$ cat src/rtl/xf100_exu_wbck.sv
// Writeback arbiter merging the ALU and LSU writeback channels onto the single
// register-file write port, with a 2-entry ALU buffer and a starvation guard.
`ifndef XF100_XLEN
`define XF100_XLEN 32
`endif
`ifndef XF100_RFIDX_WIDTH
`define XF100_RFIDX_WIDTH 5
`endif

module xf100_exu_wbck #(
  parameter int XLEN       = `XF100_XLEN,
  parameter int RFIDX_W    = `XF100_RFIDX_WIDTH,
  parameter int STARVE_MAX = 3
) (
  input  logic               clk,
  input  logic               rst,
  input  logic               alu_wbck_valid,
  output logic               alu_wbck_ready,
  input  logic               alu_wbck_en,
  input  logic [XLEN-1:0]    alu_wbck_data,
  input  logic [RFIDX_W-1:0] alu_wbck_rdidx,
  input  logic               lsu_wbck_valid,
  output logic               lsu_wbck_ready,
  input  logic [XLEN-1:0]    lsu_wbck_data,
  input  logic [RFIDX_W-1:0] lsu_wbck_rdidx,
  output logic               rf_wen,
  output logic [XLEN-1:0]    rf_wdata,
  output logic [RFIDX_W-1:0] rf_wrdidx
);

  localparam logic [1:0] STARVE_LIM = 2'(STARVE_MAX);

  logic [XLEN-1:0]    fifo_data [2];
  logic [RFIDX_W-1:0] fifo_idx  [2];
  logic               rd_ptr;
  logic               wr_ptr;
  logic [1:0]         count;
  logic [1:0]         starve_cnt;

  logic               fifo_nempty;
  logic               live_keep;
  logic               alu_cand;
  logic [XLEN-1:0]    cand_data;
  logic [RFIDX_W-1:0] cand_idx;
  logic               alu_hs;
  logic               lsu_hs;
  logic               lsu_win;
  logic               alu_win;
  logic               enq;
  logic               deq;

  assign fifo_nempty = (count != 2'd0);
  assign live_keep   = alu_wbck_valid && alu_wbck_en && (alu_wbck_rdidx != '0);
  assign alu_cand    = fifo_nempty || live_keep;
  assign cand_data   = fifo_nempty ? fifo_data[rd_ptr] : alu_wbck_data;
  assign cand_idx    = fifo_nempty ? fifo_idx[rd_ptr]  : alu_wbck_rdidx;

  // Readiness is forced high while in reset so the ports reflect the reset state.
  assign alu_wbck_ready = rst || (count != 2'd2);
  assign lsu_wbck_ready = rst || !((starve_cnt == STARVE_LIM) && alu_cand);

  assign alu_hs  = alu_wbck_valid && alu_wbck_ready;
  assign lsu_hs  = lsu_wbck_valid && lsu_wbck_ready;
  // An rd=0 load is consumed without a write, leaving the port to the ALU.
  assign lsu_win = lsu_hs && (lsu_wbck_rdidx != '0);
  assign alu_win = !lsu_win && alu_cand;
  assign enq     = alu_hs && live_keep && (fifo_nempty || !alu_win);
  assign deq     = fifo_nempty && alu_win;

  always_ff @(posedge clk) begin
    if (enq) begin
      fifo_data[wr_ptr] <= alu_wbck_data;
      fifo_idx[wr_ptr]  <= alu_wbck_rdidx;
    end
  end

  always_ff @(posedge clk) begin
    if (rst) begin
      rd_ptr     <= 1'b0;
      wr_ptr     <= 1'b0;
      count      <= 2'd0;
      starve_cnt <= 2'd0;
    end else begin
      if (enq) wr_ptr <= ~wr_ptr;
      if (deq) rd_ptr <= ~rd_ptr;
      case ({enq, deq})
        2'b10:   count <= count + 2'd1;
        2'b01:   count <= count - 2'd1;
        default: count <= count;
      endcase
      if (alu_cand && lsu_win) begin
        if (starve_cnt != STARVE_LIM) starve_cnt <= starve_cnt + 2'd1;
      end else begin
        starve_cnt <= 2'd0;
      end
    end
  end

  always_ff @(posedge clk) begin
    if (rst) begin
      rf_wen    <= 1'b0;
      rf_wdata  <= '0;
      rf_wrdidx <= '0;
    end else begin
      rf_wen <= lsu_win || alu_win;
      if (lsu_win) begin
        rf_wdata  <= lsu_wbck_data;
        rf_wrdidx <= lsu_wbck_rdidx;
      end else if (alu_win) begin
        rf_wdata  <= cand_data;
        rf_wrdidx <= cand_idx;
      end
    end
  end

endmodule

$ cat config.mk
export PLATFORM = sky130hd
export DESIGN_NAME = xf100_exu_wbck
export DESIGN_NICKNAME = d
export VERILOG_FILES = /design/src/rtl/xf100_exu_wbck.sv
export SDC_FILE = /design/constraint.sdc
export NUM_CORES = 1
export LEC_CHECK = 0
export ABC_CLOCK_PERIOD_IN_PS = 6750
export CAP_MARGIN = 20
export CELL_PAD_IN_SITES_DETAIL_PLACEMENT = 0
export CELL_PAD_IN_SITES_GLOBAL_PLACEMENT = 1
export CORE_MARGIN = 3
export CORE_UTILIZATION = 40
export DETAILED_ROUTE_END_ITERATION = 10
export PLACE_DENSITY_LB_ADDON = 0.1
export SLEW_MARGIN = 20
export SYNTH_ARGS = -nofsm -noshare
export SYNTH_HDL_FRONTEND = slang
export SYNTH_SLANG_ARGS = --single-unit
$ cat constraint.sdc
create_clock -name clk -period 6.75 [get_ports clk]
set_input_delay 1.0125 -clock clk [delete_from_list [all_inputs] [get_ports clk]]
set_output_delay 1.0125 -clock clk [all_outputs]
set_load 0.1 [all_outputs]
# After elaboration in Yosys (flattened, before gate mapping)
# Memories as Yosys holds them, arrays and structs flattened. A register that Yosys moved wholly into a read port is not among the register bits.
# Cells that the tools add are included.
# W data, S select, Z words.
# word_totals
register_bits	44
ramBits	74
mem_count	2
# classes
mux	13
n_eq_ne	5
add_sub_neg	3
bitwise	3
n_reduce_logical	25
# mem_list
name	depth	word_bits	read_ports	rd_clocked_by_memory_dff	write_ports	line_no	text
fifo_data	2	32	1	1	1	33	logic [XLEN-1:0] fifo_data [2];
fifo_idx	2	5	1	1	1	34	logic [RFIDX_W-1:0] fifo_idx [2];
# op_table
operator	count
$mux W32	3
$mux W5	3
$logic_and A1 B1 Y1	11
$reduce_bool A5 Y1	2
$mux W1	6
$reduce_bool A2 Y1	3
$logic_or A1 B1 Y1	5
$add A2 B1 Y2 const B	2
$eq A2 B2 Y1 const B	2
$ne A2 B2 Y1 const B	2
$pmux W2 S2	1
$logic_not A1 Y1	3
$not A1 Y1	3
$eq A2 B1 Y1 const B	1
$reduce_or A2 Y1	1
$sub A2 B1 Y2 const B	1

# Depth between registers and ports, before layout
# depth
ltp_word	15
depth_mapped	9
depth_no_buf	9

# Least setup slack after synthesis
# OpenSTA, ideal clock, no wires.
# synth_timing
path_type	input -> register
from	in rst
to	mem fifo_data[0][0] (netlist bit) (enable)
setup_slack_ns	2.689
arrival_time_ns	3.630
required_time_ns	6.318
setup_ns	0.432
stages	5
path_cell_list	nor2_1 > nand2_1 > o211a_1 > inv_1 > nor2_1
# synth_via
elab_cells_between_ends	13
classes_between	2 x mux; 11 x reduce/logical
# synth_lines
element	line_no	text
start, declared	16	input logic rst,
$logic_or A1 B1 Y1	59	assign alu_wbck_ready = rst || (count != 2'd2);
net alu_wbck_ready	18	output logic alu_wbck_ready,
$logic_and A1 B1 Y1	62	assign alu_hs = alu_wbck_valid && alu_wbck_ready;
$logic_and A1 B1 Y1 (2 in a row)	67	assign enq = alu_hs && live_keep && (fifo_nempty || !alu_win);
$mux W1	71	if (enq) begin
$mux W1 (not written as such)	72	fifo_data[wr_ptr] <= alu_wbck_data;
end, declared	33	
# The timed path passes the listed nets, and every way through them passes these cells.

# Worst setup path in the final report
# layout_timing
from	in rst
to	out lsu_wbck_ready
# layout_via
elab_chain_cells	1
# layout_rtl
element	line_no	text
$logic_or A1 B1 Y1	60	assign lsu_wbck_ready = rst || !((starve_cnt == STARVE_LIM) && alu_cand);
end, declared	23	output logic lsu_wbck_ready,
# Every way passes these cells.

==> impl_metrics.toml <==
[cts]
cts_hold_buf = 0
ctsResizeCount = 0
cts-htree-levels = 4
clock-root-buffer = "clkbuf_16"
cts_tree = "yes"
cts_buffers = 17
postCtsSetupBuffers = 0
worstSkewPairLatency_ns = 0.41
path_clk_slew_ns = 0.05
clk_path_buf_depth = 2
cts_sinks = 119

[synth]
async_flop_share_pct = 0
avgSynthCellArea_um2 = 12.1
synth_area_leaders = "edfxtp_1, dfxtp_1, mux2_2"
yosysTopAreaCell = "edfxtp_1"
yosysWarnings = 0
synth_edf_count = 74
ys_seq_area_share_pct = 59.4
syn-cell-area_um2 = 5250
synth_common_cells = "edfxtp_1, dfxtp_1, nand3_1, nor3_1, nand2_1"
syn_inst = 434
ys_ff_latch = 119
yosys_most_used_dff = "edfxtp_1"
synth.most_common_cell = "edfxtp_1"
synth_top_area_share_pct = 42.3
synth_cell_types = 46
synth_nets = 515

[power_and_ir_drop]
power_frac_clock_pct = 31.4
ir_drop_mv = 0.195
netSwitchingFraction_pct = 38.0
p_sw_mw = 1.03
power_density_nw_per_um2 = 381
p_int_mw = 1.68
seqPwrFrac_pct = 34.2
p_leak_nw = 2.28
p_comb_share_pct = 34.4

[finish]
layout-drive-gt1-share_pct = 13.3
nFillCells = 1122
num_antenna_cells = 0
fin_cells = 720
area_growth_pct = 35.5
final_nets = 616
seqCellArea_um2 = 3130
multiInputGateArea_um2 = 1930

[global_route]
grt_pass1_wl_mm = 23.5
antenna_found_initial = 0
gr-usage-met1_pct = 27.2
top_usage_layer = "met2"
grt_overflow = 0
grt_use_met2_pct = 33.1
grtUsageTotal_pct = 20.9
met3_usage_pct = 5.38
grt_pass1_vias = 4346
grt_max_degree = 58

[floorplan]
core_um2 = 12700
die_width_um = 121
dieArea_um2 = 14500
die_h_um = 121
num_rows = 41
ios = 119
initial_utilization_pct = 41.3

[setup_path]
critical_path_required_ns = 5.74
worstSetupPathType = "input pin to primary output"
crit_top_cell = "buf_4"
crit_path_max_incr_delay_ns = 0.75
arrival_ns = 3.74
slowest_stage = "a211oi_4"
path_cells = "clkdlybuf4s50_1 > buf_4 > nand2b_1 > a211oi_4 > inv_1 > buf_4"
startpoint_type = "input pin"
endpoint_kind = "primary output"
crit_path_max_fanout = 32

[timing]
finalMaxSlewViolations = 0
finalCritPeriodShare_pct = 70.4
worst_slack_ns = 2.00
fmax_ghz = 0.210
rsz0062_at_grt = "false"
finalSetupViolCount = 0
hold_viol = 0
setup_tns_ns = 0
relSlewSlack_pct = 33.7
tightest_slew_ns = 0.992
period_minus_slack_ns = 4.75
skew_ns = 0.00512

[place]
hpwlAfterDp_mm = 8.55
preCtsSetupSlack_ns = 1.92
dp_cells = 687
gp_congestion = 0.724
io_buffers = 118

[drt]
drtIter0Drc = 283
drt-total-wl_mm = 14.3
vias = 4065
drc = 0
antenna_left = 0
drt-wirelength-per-cell_um = 19.9
viasPerCell = 5.65
dr.pass1.iters = 4

[min_path]
holdCritPathClass = "flip-flop to flip-flop"

[run_status]
status = "complete, no violations"

[flow_run]
drv_cap = 0
-- stage by stage --
step / area, µm² / hold WS, ns / util [%] / power (mW)
2_1_floorplan: 5250 / 0.404 / - / 1.60
3_3_place_gp: 6500 / 0.414 / 51.1 / 1.85
3_5_place_dp: 6520 / 0.430 / 51.2 / 1.86
4_1_cts: 7090 / 0.438 / 55.7 / 2.73
5_1_grt: 7120 / 0.448 / 56.0 / 2.84
6_report: 7120 / 0.434 / 56.0 / 2.72
-- power by group through the flow --
stage	clock [mW]	combinational, mW	sequential (mW)
final	0.852	0.934	0.930
after CTS	0.871	0.925	0.930
after detailed placement	0	0.921	0.944
after global placement	0	0.913	0.941
after global routing	0.905	0.991	0.940
after floorplan	0	0.377	1.23
-- per-layer routing --
layer | share of wire (%) | routed length (µm) | vias up
met5 | 0 | 0 | -
met4 | 0.98 | 140 | 0
met3 | 4.8 | 684 | 11
met2 | 50 | 7090 | 118
met1 | 45 | 6380 | 1990
li1 | - | - | 1946
-- flip-flops by register name (all words and copies together) (netlist names), named ones only --
signal and flops:
fifo_data 64, rf_wdata 32, fifo_idx 10, rf_wrdidx 5, count 2, starve_cnt 2, rd_ptr 1, rf_wen 1
wr_ptr 1
-- cell usage in the layout, fill, tap and decap left out, drive strengths merged, types with 2 or more instances in the layout --
master,n
a211oi,19
nand2,22
or3,3
clkdlybuf4s50,117
o21ai,5
nor3,35
ha,2
dfxtp,45
buf,8
or4,2
and2,2
a31oi,20
clkbuf,23
nor4,2
nand4,17
edfxtp,74
nand3,40
nor2b,2
clkinv,8
o41ai,17
o211a,2
inv,3
mux2,18
a21oi,4
o2111ai,20
mux2i,20
nor2,6
-- critical path, delay by kind of cell --
| kind | cells | cell delay, ns |
|---|---|---|
| buffers and inverters | 4 | 1.69 |
| AOI/OAI and AO/OA | 1 | 0.75 |
| and+or+nand+nor | 1 | 0.26 |
-- final cells by class --
cell class | count | share of cell area [%]
repair buffers | 125 | 17.8
flip-flops and latches | 119 | 43.9
clock inverters | 9 | 1.02
multi-input cells | 268 | 27.1
well taps | 172 | 3.02
inverters | 4 | 0.211
clock buffers | 23 | 7.00
-- final timing paths --
path | cells after the start | end | from | slack, ns
worst min register to register | 1 | starve_cnt[0]$_SDFFE_PP0P_ | starve_cnt[0]$_SDFFE_PP0P_ | 0.43
worst min-delay path | 1 | starve_cnt[0]$_SDFFE_PP0P_ | starve_cnt[0]$_SDFFE_PP0P_ | 0.43
worst max register to register | 5 | rf_wdata[9]$_SDFFE_PP0P_ | count[0]$_SDFFE_PP0P_ | 4.03
worst max-delay path | 6 | lsu_wbck_ready | rst | 2.00
-- logic make-up (layout without fill, tap and decap cells) --
group	after synthesis	in the layout	share of synthesized area [%]
AOI/OAI and AO/OA	92	92	14.6
DFF	119	119	59.4
and+or+nand+nor	134	134	13.1
muxes	38	38	7.67
buffers and inverters	47	161	4.33
xor gates and xnor gates	2	2	0.333
adders and majority gates	2	2	0.476
No activity file was read; power rests on OpenSTA's default activity.
==> RTL change 1, RTL diff (same flow settings) <==
Change the macro `XF100_XLEN` from 32 to 24.
--- a/src/rtl/xf100_exu_wbck.sv
+++ b/src/rtl/xf100_exu_wbck.sv
@@ -3,3 +3,3 @@
 `ifndef XF100_XLEN
-`define XF100_XLEN 32
+`define XF100_XLEN 24
 `endif
Interface: changed (resized alu_wbck_data, lsu_wbck_data and rf_wdata); port bits go from 119 to 95. The function was not compared with the original's and may differ.
==> RTL change 1 against the unedited design <==
  * Routed wire length down 23%
  * Clock power decreased by 48%
  * Die area fell by 19%
  * Sequential cell count fell by 24
  * Power shrank 31%
  * Setup slack got worse by 0.32 ns
  * Combinational power shrank 24%
  * Count of clock-buffer cells in the layout decreased by 13
  * Synthesized area decreased by 19%
  * Worst hold slack better by 0.0072 ns
  * Final area shrank 23%
  * Final cell count down 21%
  * Largest cell class unchanged
==> RTL change 1: results <==
finish:
  top_regs: "fifo_data x48, rf_wdata x24, fifo_idx x10"
  multi_input_area_um2: 1580
  nMultiInputCombCells: 220
  fill_cells: 889
  nNetsFinal: 494
  nNonClkBuffers: 99
  n_sequential_cell: 95
  final_cells: 567
  clock_cell_area_share_pct: 4.35
  clockBufferCount: 10
logic_synthesis:
  synth_enable_flop_cells: 58
  ys_top_cells_by_count: "edfxtp_1 (58), nand3_1 (40), dfxtp_1 (37)"
  synth_cell_types: 45
  synth_nets: 416
  synth_area_leaders: "edfxtp_1 (41%), dfxtp_1 (18%), mux2i_1 (4.7%)"
clock_tree:
  clkTransAtPathRegs_ns: 0.08
  clock_latency_ns: 0.36
  clockRootBuffer: "clkbuf_8"
  cts_max_level: 3
  cts_buffers: 9
timing:
  tightest_slew_ns: 1.10
outcome:
  status: "finished, final reports clean"
worst_setup_path:
  critPathArrivalTime_ns: 4.06
  r2r_cells: 6
  rrSetupSlack_ns: 4.00
  timing.rr.start: "starve_cnt[0]$_SDFFE_PP0P_"
  rr_endpoint: "fifo_data[1][2]$_DFFE_PP_"
drt:
  drt_iter0_markers: 183
  via_per_inst: 5.68
place:
  hpwl_mm: 7.06
  dp_cells: 550
  portBuffers: 94
pwr:
  p_leak_uw: 0.00171
global_routing:
  grt_pass1_vias: 3330
RTL change 1: worst max path at each step:
stage	start	endpoint	slack, ns
floorplan	rst	fifo_data[0][0]$_DFFE_PP_	3.33
global placement	alu_wbck_rdidx[3]	lsu_wbck_ready	1.85
global route	alu_wbck_rdidx[3]	lsu_wbck_ready	1.52
detailed placement	alu_wbck_rdidx[3]	lsu_wbck_ready	1.67
CTS	alu_wbck_rdidx[3]	lsu_wbck_ready	1.66
finish	alu_wbck_rdidx[3]	lsu_wbck_ready	1.67
RTL change 1: stage by stage:
| step | hold WS (ns) | power, uW | setup WS [ns] | instance area (um2) |
|---|---|---|---|---|
| CTS | 0.441 | 1900 | 1.66 | 5450 |
| finish | 0.441 | 1890 | 1.67 | 5460 |
| global placement | 0.416 | 1450 | 1.85 | 5200 |
| global route | 0.463 | 1970 | 1.52 | 5460 |
| detailed placement | 0.427 | 1460 | 1.67 | 5210 |
| floorplan | 0.404 | 1280 | 3.33 | 4230 |
RTL change 1: critical path: stages:
cell and delay, ns:
clkdlybuf4s50_1 0.55, nor4_1 0.62, a211oi_2 0.33, inv_1 0.12, buf_4 0.25, clkdlybuf4s50_1 1.18
RTL change 1: routing by layer:
| metal | global-route usage, % | vias up | wire length, um |
|---|---|---|---|
| met5 | 0 | - | 0 |
| met4 | 5.95 | 0 | 134 |
| met3 | 4.14 | 11 | 681 |
| met2 | 31.5 | 105 | 5200 |
| met1 | 25.0 | 1561 | 4920 |
| li1 | - | 1545 | - |
RTL change 1: logic make-up after synthesis:
kind of cell    synth area share [%]
xor+xnor                       0.414
buf+inv                         4.79
flops                           58.7
mux                             7.39
compound gates                  14.8
fa+ha+maj                      0.591
simple gates                    13.3
==> RTL change 2, RTL diff (same flow settings) <==
Without the edit above. Reset style: asynchronous (`rst`), changed in 2 clocked blocks.
--- a/src/rtl/xf100_exu_wbck.sv
+++ b/src/rtl/xf100_exu_wbck.sv
@@ -76,3 +76,3 @@
 
-  always_ff @(posedge clk) begin
+  always_ff @(posedge clk or posedge rst) begin
     if (rst) begin
@@ -98,3 +98,3 @@
 
-  always_ff @(posedge clk) begin
+  always_ff @(posedge clk or posedge rst) begin
     if (rst) begin
Function: differs if rst is asserted again (counterexample within 4 cycles, from zero or initial values and one cycle with rst high); with rst held inactive, the same outputs for 10 cycles.
==> RTL change 2 against the unedited design <==
  * Sequential cell count decreased by 1
  * Core utilization about the same
  * Critical path depth decreased by 1
  * Sequential power increased by 25%
  * Critical path type unchanged
  * Final cell count decreased by 7.1%
  * Largest cell class unchanged
  * Routed wire length decreased by 8.1%
  * Maximum frequency increased by 7.3%
  * Final area decreased by 0.42%
  * Combinational power increased by 82%
  * Power increased by 37%
  * Setup slack improved by 0.32 ns
  * Largest power group unchanged
  * Clock skew increased by 0.0019 ns
  * Synthesized cell count decreased by 13%
  * Synthesized area decreased by 0.95%
==> RTL change 2: results <==
outcome:
  status: "finished, final reports clean"
drt:
  vias: 3768
  met2_length_mm: 6.45
  drt_iter0_markers: 254
  post_drt_wl_per_cell_um: 19.6
  wl_met1_mm: 5.86
  first_pass_iters: 4
  met3WireLength_um: 720
logic_synthesis:
  synth_cell_types: 31
  ys_top_cells_by_count: "edfxtp_1 (74), dfrtp_1 (44), a211oi_1 (39), nor3_1 (39), nor2b_1 (38)"
  synth_mux_area_share_pct: 0
  synth_compound_area_share_pct: 14.6
  postSynthCellCount: 379
  synth_xor_area_share_pct: 0.842
  ys_seq_area_share_pct: 63.9
  synth_fa_ha_area_share_pct: 0.481
  synthArstFlopShare_pct: 37.3
  synth_area_leaders: "edfxtp_1 (43%), dfrtp_1 (21%), a221o_1 (7.1%)"
  synth_nets: 460
worst_setup_path:
  endpoint: "alu_wbck_ready"
  timing.rr.start: "count[0]$_DFFE_PP0P_"
  rrSetupSlack_ns: 3.32
  critPathArrivalTime_ns: 3.42
  crit_fanout: 45
  rr_endpoint: "rf_wdata[12]$_DFFE_PP0P_"
  r2r_cells: 4
global_routing:
  grt_pass1_wl_mm: 21.1
  grt_use_met2_pct: 30.2
  grt_pass1_vias: 3974
  track_usage_pct: 19.0
  grt_util_met3_pct: 5.33
  grt_max_degree: 46
  grt_use_met1_pct: 25.3
finish:
  nNetsFinal: 565
  drive_gt1_share_pct: 12.7
  final_cells: 669
clock_tree:
  cts_resized: 0
  clkTransAtPathRegs_ns: 0.05
place:
  gp_congestion: 0.727
  dpl-instance-area_um2: 6520
  dp_cells: 637
  hpwl_mm: 7.63
timing:
  fin_crit_sh_pct: 65.6
  fin_skew_ns: 0.00699
  slew-limit-headroom_pct: 28.7
pwr:
  p_leak_uw: 0.00241
  irDropWorstVdd_v: 0.000271
-- RTL change 2: cell count changes in the layout (fill, tap and decap cells not counted), moves of 17 or more --
cell / change
mux2_2: -18
dfrtp_1: +41
a211oi_1: +21
nand2_1: -20
a221o_1: +37
nor4_2: +20
o2111ai_1: -20
nor2b_1: +36
mux2i_1: -20
a31oi_1: -19
dfxtp_1: -44
nand3_1: -38
nand4_1: -17
-- RTL change 2: critical path, cell delays in order --
cell             delay (ns)
clkdlybuf4s50_1        0.52
inv_2                  0.08
buf_4                  0.52
nand3b_1               0.24
clkdlybuf4s50_1        1.05
-- RTL change 2: layout make-up --
| type | instances | area [um2] |
|---|---|---|
| clock inverter | 2 | 35.0 |
| multi-input combinational | 221 | 1730 |
| sequential | 118 | 3330 |
| fill | 1085 | 5580 |
| inverter | 4 | 15.0 |
| timing repair buffer | 122 | 1240 |
| tap | 172 | 215 |
| clock buffer | 30 | 534 |
-- RTL change 2: worst min-delay path by stage --
stage / start / to / slack, ns / depth (start not counted)
after CTS: rf_wdata[28]$_DFFE_PP0P_ / rf_wdata[28]$_DFFE_PP0P_ / 0.51 / 1
final: rf_wdata[24]$_DFFE_PP0P_ / rf_wdata[24]$_DFFE_PP0P_ / 0.50 / 1
after detailed placement: rf_wdata[29]$_DFFE_PP0P_ / rf_wdata[29]$_DFFE_PP0P_ / 0.50 / 1
after floorplan: wr_ptr$_DFFE_PP0P_ / wr_ptr$_DFFE_PP0P_ / 0.47 / 1
after global placement: rf_wdata[24]$_DFFE_PP0P_ / rf_wdata[24]$_DFFE_PP0P_ / 0.50 / 1
after global routing: rf_wdata[18]$_DFFE_PP0P_ / rf_wdata[18]$_DFFE_PP0P_ / 0.53 / 1
-- RTL change 2: power breakdown --
part	internal [uW]	switching (uW)
clock	565	288
sequential	950	206
combinational	482	1220
total	2000	1710
